## src/rtl/touch_sample_scheduler.sv

```systemverilog
// -----------------------------------------------------------------------------
// touch_sample_scheduler
//
// Purpose:
//   Schedules X/Y conversions on a resistive touch ADC. A raw pen interrupt
//   is synchronised and debounced. The block then requests a batch of
//   2^AVG_LOG2 conversions and averages them into one coordinate report.
//   It waits SAMPLE_INTERVAL cycles (measured from the report) before it
//   either starts the next batch or declares a pen release.
//
// Ports:
//   CLK           in   system clock
//   RST_n         in   asynchronous active-low reset
//   ADC_PENIRQ_n  in   raw pen interrupt, active low, asynchronous to CLK
//   CONV_REQ      out  one-cycle request for one X/Y conversion
//   CONV_DONE     in   one-cycle pulse, X_IN/Y_IN valid
//   X_IN, Y_IN    in   12-bit raw conversion results
//   X_OUT, Y_OUT  out  12-bit averaged coordinates
//   COORD_VALID   out  X_OUT/Y_OUT hold an unacknowledged report
//   COORD_ACK     in   consumer acknowledge for COORD_VALID
//   TOUCH_ACTIVE  out  pen accepted (debounce passed, not yet released)
//   RELEASE       out  one-cycle pulse on pen-up
//   OVERRUN       out  one-cycle pulse when an unacknowledged report is lost
//   TIMEOUT_ERR   out  sticky: a conversion never completed
//   ERR_CLR       in   synchronous clear of TIMEOUT_ERR
// -----------------------------------------------------------------------------
module touch_sample_scheduler #(
    parameter int DEBOUNCE_CYCLES = 50000,
    parameter int SAMPLE_INTERVAL = 500000,
    parameter int CONV_TIMEOUT    = 100000,
    parameter int AVG_LOG2        = 2
) (
    input  logic        CLK,
    input  logic        RST_n,
    input  logic        ADC_PENIRQ_n,
    output logic        CONV_REQ,
    input  logic        CONV_DONE,
    input  logic [11:0] X_IN,
    input  logic [11:0] Y_IN,
    output logic [11:0] X_OUT,
    output logic [11:0] Y_OUT,
    output logic        COORD_VALID,
    input  logic        COORD_ACK,
    output logic        TOUCH_ACTIVE,
    output logic        RELEASE,
    output logic        OVERRUN,
    output logic        TIMEOUT_ERR,
    input  logic        ERR_CLR
);

    function automatic int max_int(input int a, input int b);
        return (a > b) ? a : b;
    endfunction

    // One shared counter serves debounce, conversion timeout and interval,
    // so it is sized for the largest of the three.
    localparam int CNT_MAX = max_int(max_int(DEBOUNCE_CYCLES, SAMPLE_INTERVAL), CONV_TIMEOUT);
    localparam int CNT_W   = $clog2(CNT_MAX + 1);
    localparam int ACC_W   = 12 + AVG_LOG2;
    localparam int SAMP_W  = AVG_LOG2 + 1;

    localparam logic [CNT_W-1:0]  DEB_LAST  = CNT_W'(DEBOUNCE_CYCLES - 1);
    localparam logic [CNT_W-1:0]  TO_LAST   = CNT_W'(CONV_TIMEOUT - 1);
    // The REPORT cycle is the first cycle of the interval, so INTERVAL itself
    // lasts SAMPLE_INTERVAL-1 cycles (counter values 0 .. SAMPLE_INTERVAL-2).
    localparam logic [CNT_W-1:0]  INT_LAST  = CNT_W'(SAMPLE_INTERVAL - 2);
    localparam logic [SAMP_W-1:0] SAMP_LAST = SAMP_W'((1 << AVG_LOG2) - 1);

    localparam logic [2:0] ST_IDLE      = 3'd0;
    localparam logic [2:0] ST_DEBOUNCE  = 3'd1;
    localparam logic [2:0] ST_REQUEST   = 3'd2;
    localparam logic [2:0] ST_WAIT_CONV = 3'd3;
    localparam logic [2:0] ST_REPORT    = 3'd4;
    localparam logic [2:0] ST_INTERVAL  = 3'd5;

    logic              r_pen_meta;
    logic              r_pen_sync;
    logic [2:0]        r_state;
    logic [CNT_W-1:0]  r_cnt;
    logic [ACC_W-1:0]  r_acc_x;
    logic [ACC_W-1:0]  r_acc_y;
    logic [SAMP_W-1:0] r_samp;
    logic              r_conv_req;
    logic              r_touch_active;
    logic              r_release;
    logic [11:0]       r_x_out;
    logic [11:0]       r_y_out;
    logic              r_coord_valid;
    logic              r_overrun;
    logic              r_timeout_err;

    logic              w_pen_down;
    logic [ACC_W-1:0]  w_sum_x;
    logic [ACC_W-1:0]  w_sum_y;
    logic              w_report;
    logic              w_timeout;

    assign w_pen_down = ~r_pen_sync;

    // The running sums include the sample that arrives this cycle. The output
    // registers are therefore loaded on the edge that enters REPORT, and the
    // averaged result is visible during the REPORT cycle itself.
    assign w_sum_x  = r_acc_x + ACC_W'(X_IN);
    assign w_sum_y  = r_acc_y + ACC_W'(Y_IN);
    assign w_report = (r_state == ST_WAIT_CONV) && CONV_DONE && (r_samp == SAMP_LAST);
    assign w_timeout = (r_state == ST_WAIT_CONV) && !CONV_DONE && (r_cnt == TO_LAST);

    assign CONV_REQ     = r_conv_req;
    assign X_OUT        = r_x_out;
    assign Y_OUT        = r_y_out;
    assign COORD_VALID  = r_coord_valid;
    assign TOUCH_ACTIVE = r_touch_active;
    assign RELEASE      = r_release;
    assign OVERRUN      = r_overrun;
    assign TIMEOUT_ERR  = r_timeout_err;

    // Two-flop synchroniser for the asynchronous pen interrupt (idles high).
    always_ff @(posedge CLK or negedge RST_n) begin
        if (!RST_n) begin
            r_pen_meta <= 1'b1;
            r_pen_sync <= 1'b1;
        end else begin
            r_pen_meta <= ADC_PENIRQ_n;
            r_pen_sync <= r_pen_meta;
        end
    end

    // Main sequencer: debounce, conversion requests, accumulation, interval.
    always_ff @(posedge CLK or negedge RST_n) begin
        if (!RST_n) begin
            r_state        <= ST_IDLE;
            r_cnt          <= {CNT_W{1'b0}};
            r_acc_x        <= {ACC_W{1'b0}};
            r_acc_y        <= {ACC_W{1'b0}};
            r_samp         <= {SAMP_W{1'b0}};
            r_conv_req     <= 1'b0;
            r_touch_active <= 1'b0;
            r_release      <= 1'b0;
        end else begin
            r_conv_req <= 1'b0;
            r_release  <= 1'b0;
            case (r_state)
                ST_IDLE: begin
                    if (w_pen_down) begin
                        r_state <= ST_DEBOUNCE;
                        r_cnt   <= {CNT_W{1'b0}};
                    end
                end
                ST_DEBOUNCE: begin
                    if (!w_pen_down) begin
                        r_state <= ST_IDLE;
                    end else if (r_cnt == DEB_LAST) begin
                        r_state        <= ST_REQUEST;
                        r_conv_req     <= 1'b1;
                        r_touch_active <= 1'b1;
                        r_acc_x        <= {ACC_W{1'b0}};
                        r_acc_y        <= {ACC_W{1'b0}};
                        r_samp         <= {SAMP_W{1'b0}};
                    end else begin
                        r_cnt <= r_cnt + CNT_W'(1);
                    end
                end
                ST_REQUEST: begin
                    r_state <= ST_WAIT_CONV;
                    r_cnt   <= {CNT_W{1'b0}};
                end
                ST_WAIT_CONV: begin
                    // The ADC pulls PENIRQ itself while converting, so pen
                    // state is deliberately not looked at here.
                    if (CONV_DONE) begin
                        r_acc_x <= w_sum_x;
                        r_acc_y <= w_sum_y;
                        r_samp  <= r_samp + SAMP_W'(1);
                        if (r_samp == SAMP_LAST) begin
                            r_state <= ST_REPORT;
                        end else begin
                            r_state    <= ST_REQUEST;
                            r_conv_req <= 1'b1;
                        end
                    end else if (r_cnt == TO_LAST) begin
                        // Abandon the batch silently: no RELEASE on a fault.
                        r_state        <= ST_IDLE;
                        r_touch_active <= 1'b0;
                        r_acc_x        <= {ACC_W{1'b0}};
                        r_acc_y        <= {ACC_W{1'b0}};
                        r_samp         <= {SAMP_W{1'b0}};
                    end else begin
                        r_cnt <= r_cnt + CNT_W'(1);
                    end
                end
                ST_REPORT: begin
                    r_state <= ST_INTERVAL;
                    r_cnt   <= {CNT_W{1'b0}};
                end
                ST_INTERVAL: begin
                    if (r_cnt == INT_LAST) begin
                        if (w_pen_down) begin
                            // Pen still down: resample without re-debouncing.
                            r_state    <= ST_REQUEST;
                            r_conv_req <= 1'b1;
                            r_acc_x    <= {ACC_W{1'b0}};
                            r_acc_y    <= {ACC_W{1'b0}};
                            r_samp     <= {SAMP_W{1'b0}};
                        end else begin
                            r_state        <= ST_IDLE;
                            r_touch_active <= 1'b0;
                            r_release      <= 1'b1;
                        end
                    end else begin
                        r_cnt <= r_cnt + CNT_W'(1);
                    end
                end
                default: begin
                    r_state        <= ST_IDLE;
                    r_touch_active <= 1'b0;
                end
            endcase
        end
    end

    // Coordinate output registers and the valid/ack handshake. A new report
    // wins over a simultaneous ACK, and only a report that replaces an
    // unacknowledged one counts as an overrun.
    always_ff @(posedge CLK or negedge RST_n) begin
        if (!RST_n) begin
            r_x_out       <= 12'd0;
            r_y_out       <= 12'd0;
            r_coord_valid <= 1'b0;
            r_overrun     <= 1'b0;
        end else if (w_report) begin
            r_x_out       <= 12'(w_sum_x >> AVG_LOG2);
            r_y_out       <= 12'(w_sum_y >> AVG_LOG2);
            r_coord_valid <= 1'b1;
            r_overrun     <= r_coord_valid && !COORD_ACK;
        end else begin
            r_overrun <= 1'b0;
            if (r_coord_valid && COORD_ACK) begin
                r_coord_valid <= 1'b0;
            end
        end
    end

    // Sticky conversion-timeout flag; setting takes priority over ERR_CLR.
    always_ff @(posedge CLK or negedge RST_n) begin
        if (!RST_n) begin
            r_timeout_err <= 1'b0;
        end else if (w_timeout) begin
            r_timeout_err <= 1'b1;
        end else if (ERR_CLR) begin
            r_timeout_err <= 1'b0;
        end
    end

endmodule

```

## config.mk

```make
export PLATFORM = sky130hd
export DESIGN_NAME = touch_sample_scheduler
export DESIGN_NICKNAME = d
export VERILOG_FILES = /design/src/rtl/touch_sample_scheduler.sv
export SDC_FILE = /design/constraint.sdc
export NUM_CORES = 1
export LEC_CHECK = 0
export CORE_MARGIN = 8
export CORE_UTILIZATION = 45
export DETAILED_ROUTE_END_ITERATION = 7
export PLACE_DENSITY_LB_ADDON = 0.3
export SYNTH_ARGS = -nofsm -noshare
export SYNTH_HDL_FRONTEND = slang
export SYNTH_SLANG_ARGS = --single-unit
```

## constraint.sdc

```tcl
create_clock -name CLK -period 3.2 [get_ports CLK]
set_input_delay 0.8 -clock CLK [delete_from_list [all_inputs] [get_ports CLK]]
set_output_delay 0.8 -clock CLK [all_outputs]
set_load 0.01 [all_outputs]
```

==> impl_results.md <==
- WP data arrival: 3110 ps
- Synth Cell Area: 4962 µm²
- Post-Synth Simple-Gate Area: 17.57%
- Share of cells above drive strength 1: 8.963%
- H-Tree Depth: 3
- Routed len/inst: 16.17 µm
- Die area: 14640 µm²
- First-pass GRT wire length: 19580 µm
- Hold Buf Count CTS: 0
- P per Cell Area: 321.3 nW/µm²
- Die Span X: 121.0 µm
- DRT Wirelength: 11470 µm
- DP HPWL: 8371 µm
- Largest net degree at the start of global routing: 86
- Vias: 4041
- Most frequent cells in the layout: dfrtp_1 (83), nand2_1 (59), clkdlybuf4s50_1 (58)
- CP max-delay cell: clkdlybuf4s50_1
- Max_cap viols: 0
- CTS Buffer Depth: 2
- Lkg Pwr: 0.002605 µW
- Critical Path, Cell by Cell: clkdlybuf4s50_1 > ha_1 > fa_1 > a211oi_1 > o211ai_1 > a41oi_1 > a21oi_1 > nor3b_1 > a21o_1
- Outcome: finished clean
- Gp weighted congestion: 0.8558
- Crit path max fanout: 3
- Reg2Reg Launch Point: r_cnt[0]
- Post-layout nets: 624
- Overflow after GRT: 0
- Initial antenna violation count: 0
- Max-slew violations: 0
- Number of global-route vias before repair: 4086
- Asr flop ratio synth: 100.0%
- Number of CTS-inserted buffers: 9
- # fillers: 964
- # DRC: 0
- Io pins: 60
- Crit path from: Y_IN[0]
- Synth Net Count: 562
- Startpoint type of the worst setup path: primary input
- Drt first pass iters: 5
- Syn Inst Count: 502
- Placed cell areas: 5690 µm²
- Met1 GRT Util: 20.62%
- Initial DRC count: 279
- Port Buffer Count: 59
- Clock latency on the worst-skew pair: 360 ps
- Most common cell after layout, fill and taps aside: dfrtp_1
- Worst-Margin Slew: 1059 ps
- Global Route met2 Usage: 26.32%
- Unrepaired setup endpoints after global routing: false
- Unique masters post-synth: 67
- Via/cell ratio: 5.700
- Synth Area in Compound Gates: 21.63%
- Fin crit share: 89.29%
- Yosys reg bits: 85
- Clk slew on worst S/H paths: 80 ps
- Die H: 121.0 µm
- CP top delay family: compound AO/OA/AOI/OAI gates
- Crit path largest cell delay: 400 ps
- Synth Area in XOR/XNOR: 4.766%
- Syn avg cell area: 9.885 µm²
- Area growth, synth to finish: 18.13%
- Root Driver: clkbuf_8
- Diode count: 0
- Hold Path Origin: r_pen_meta
- Sequential-to-total area share from yosys stat: 42.91%
- WS Path Type: primary input to flop
- Core Rows: 38
- Clock Skew: 10.13 ps
- Core Footprint: 10790 µm²
- Post-synth EDFFs: 0
- Starting Density: 45.98%
- Final instance area: 5862 µm²
- CTS tree: built
- Post-CTS Setup Inserts: 0
- Worst setup EP type: flop
- Largest family of logic cells by synthesized area: compound AO/OA/AOI/OAI gates
- Min Tclk post-route: 2857 ps
- Antenna-violating nets left: 0
- Met3 usage in global routing: 4.141%
- Worst Path Buf+Inv: 1
- Dominant synthesized flop cell: dfrtp_1
- Final setup fails: 0
- YS warnings: 0
- Mux cell area share after synthesis: 1.815%
- Max Fclk: 350.0 MHz
- Post-cts gate resize count: 0
- Data required, critical path: 3450 ps
- Adder-cell share of the synthesized area: 7.867%
- Gr usage total: 16.32%
- Worst rel slew slack: 29.38%
- Worst Hold Class: flop to flop
- Setup TNS: 0 ps
- Busiest grt layer: met2
- Final number of hold-violating endpoints: 0
- Peak supply drop: 0.1540 mV
- CTS Sinks: 85
-- registers in the layout, summed over array words and instances (netlist names) --
| register | count |
|---|---|
| r_cnt | 19 |
| r_acc_x | 14 |
| r_acc_y | 14 |
| X_OUT | 12 |
| Y_OUT | 12 |
| r_samp | 3 |
| r_state | 3 |
| CONV_REQ | 1 |
| COORD_VALID | 1 |
| OVERRUN | 1 |
| RELEASE | 1 |
| TIMEOUT_ERR | 1 |
| TOUCH_ACTIVE | 1 |
| r_pen_meta | 1 |
| r_pen_sync | 1 |
-- Yosys cell counts (9+ instances only) --
cell       n  area share (%)
nand3_1   13             1.3
dfrtp_1   83              42
a22o_1    23             4.1
nand4_1   10             1.3
nand2_1   59             4.5
o21ai_0   31             3.1
a21oi_1   33             3.3
nor3_1    11             1.1
a31oi_1   10             1.3
xnor2_1   19             3.4
nor2_1    29             2.2
inv_1     14             1.1
ha_1      28             7.1
a21o_1     9             1.4
clkbuf_1  12            0.91
-- through the flow --
| step | power (µW) | setup slack (ps) | hold WS, ps | util (%) | cells |
|---|---|---|---|---|---|
| 5_1_grt | 1964 | 67.86 | 367.7 | 54.31 | 709 |
| 4_1_cts | 1907 | 347.8 | 361.8 | 54.31 | 709 |
| 3_5_place_dp | 1215 | -32.96 | 350.3 | 52.72 | 693 |
| 6_report | 1884 | 342.6 | 359.4 | 54.31 | 709 |
| 3_3_place_gp | 1213 | 20.94 | 348.2 | 52.72 | 693 |
| 2_1_floorplan | 1145 | 518.7 | 345.2 | - | 502 |
-- layer usage --
layer	part of all wire, %	routed length, µm
met5	0	0
met4	1.6	180
met3	6.0	686
met2	47	5337
met1	46	5261
-- cells by family (layout without fill, tap and decap cells) --
group | count (synthesis) | count (layout)
and+or+nand+nor | 168 | 168
AOI/OAI and AO/OA | 151 | 151
DFF | 85 | 85
buffers and inverters | 33 | 100
adders and majority gates | 30 | 30
xor gates and xnor gates | 27 | 27
muxes | 8 | 8
-- layout make-up --
cell class	instances	area [µm²]	area share, %
flip-flops and latches	85	2130	36.33
inverters	14	52.55	0.8965
clock inverters	1	5.005	0.08538
well taps	140	175.2	2.988
multi-input cells	384	2663	45.42
clock buffers	15	166.4	2.839
repair buffers	70	670.6	11.44
-- worst paths after layout --
kind                                     to  slack, ps  depth (start not counted)
worst min-delay path             r_pen_sync        360                          0
min in group asynchronous        r_acc_y[0]        630                          1
max in group asynchronous          r_cnt[7]       1900                          1
worst max-delay path            r_acc_y[12]        340                          9
worst min register to register   r_pen_sync        360                          0
worst max register to register  r_acc_y[13]        360                          8
-- report_power, final --
part / internal, µW / leakage (µW) / switching (µW)
logic: 54.4 / 0.00140 / 61.7
clock network: 325 / 0.0000877 / 365
registers: 1080 / 0.00112 / 1.39
Note: power is estimated with default switching activity, not from simulation.
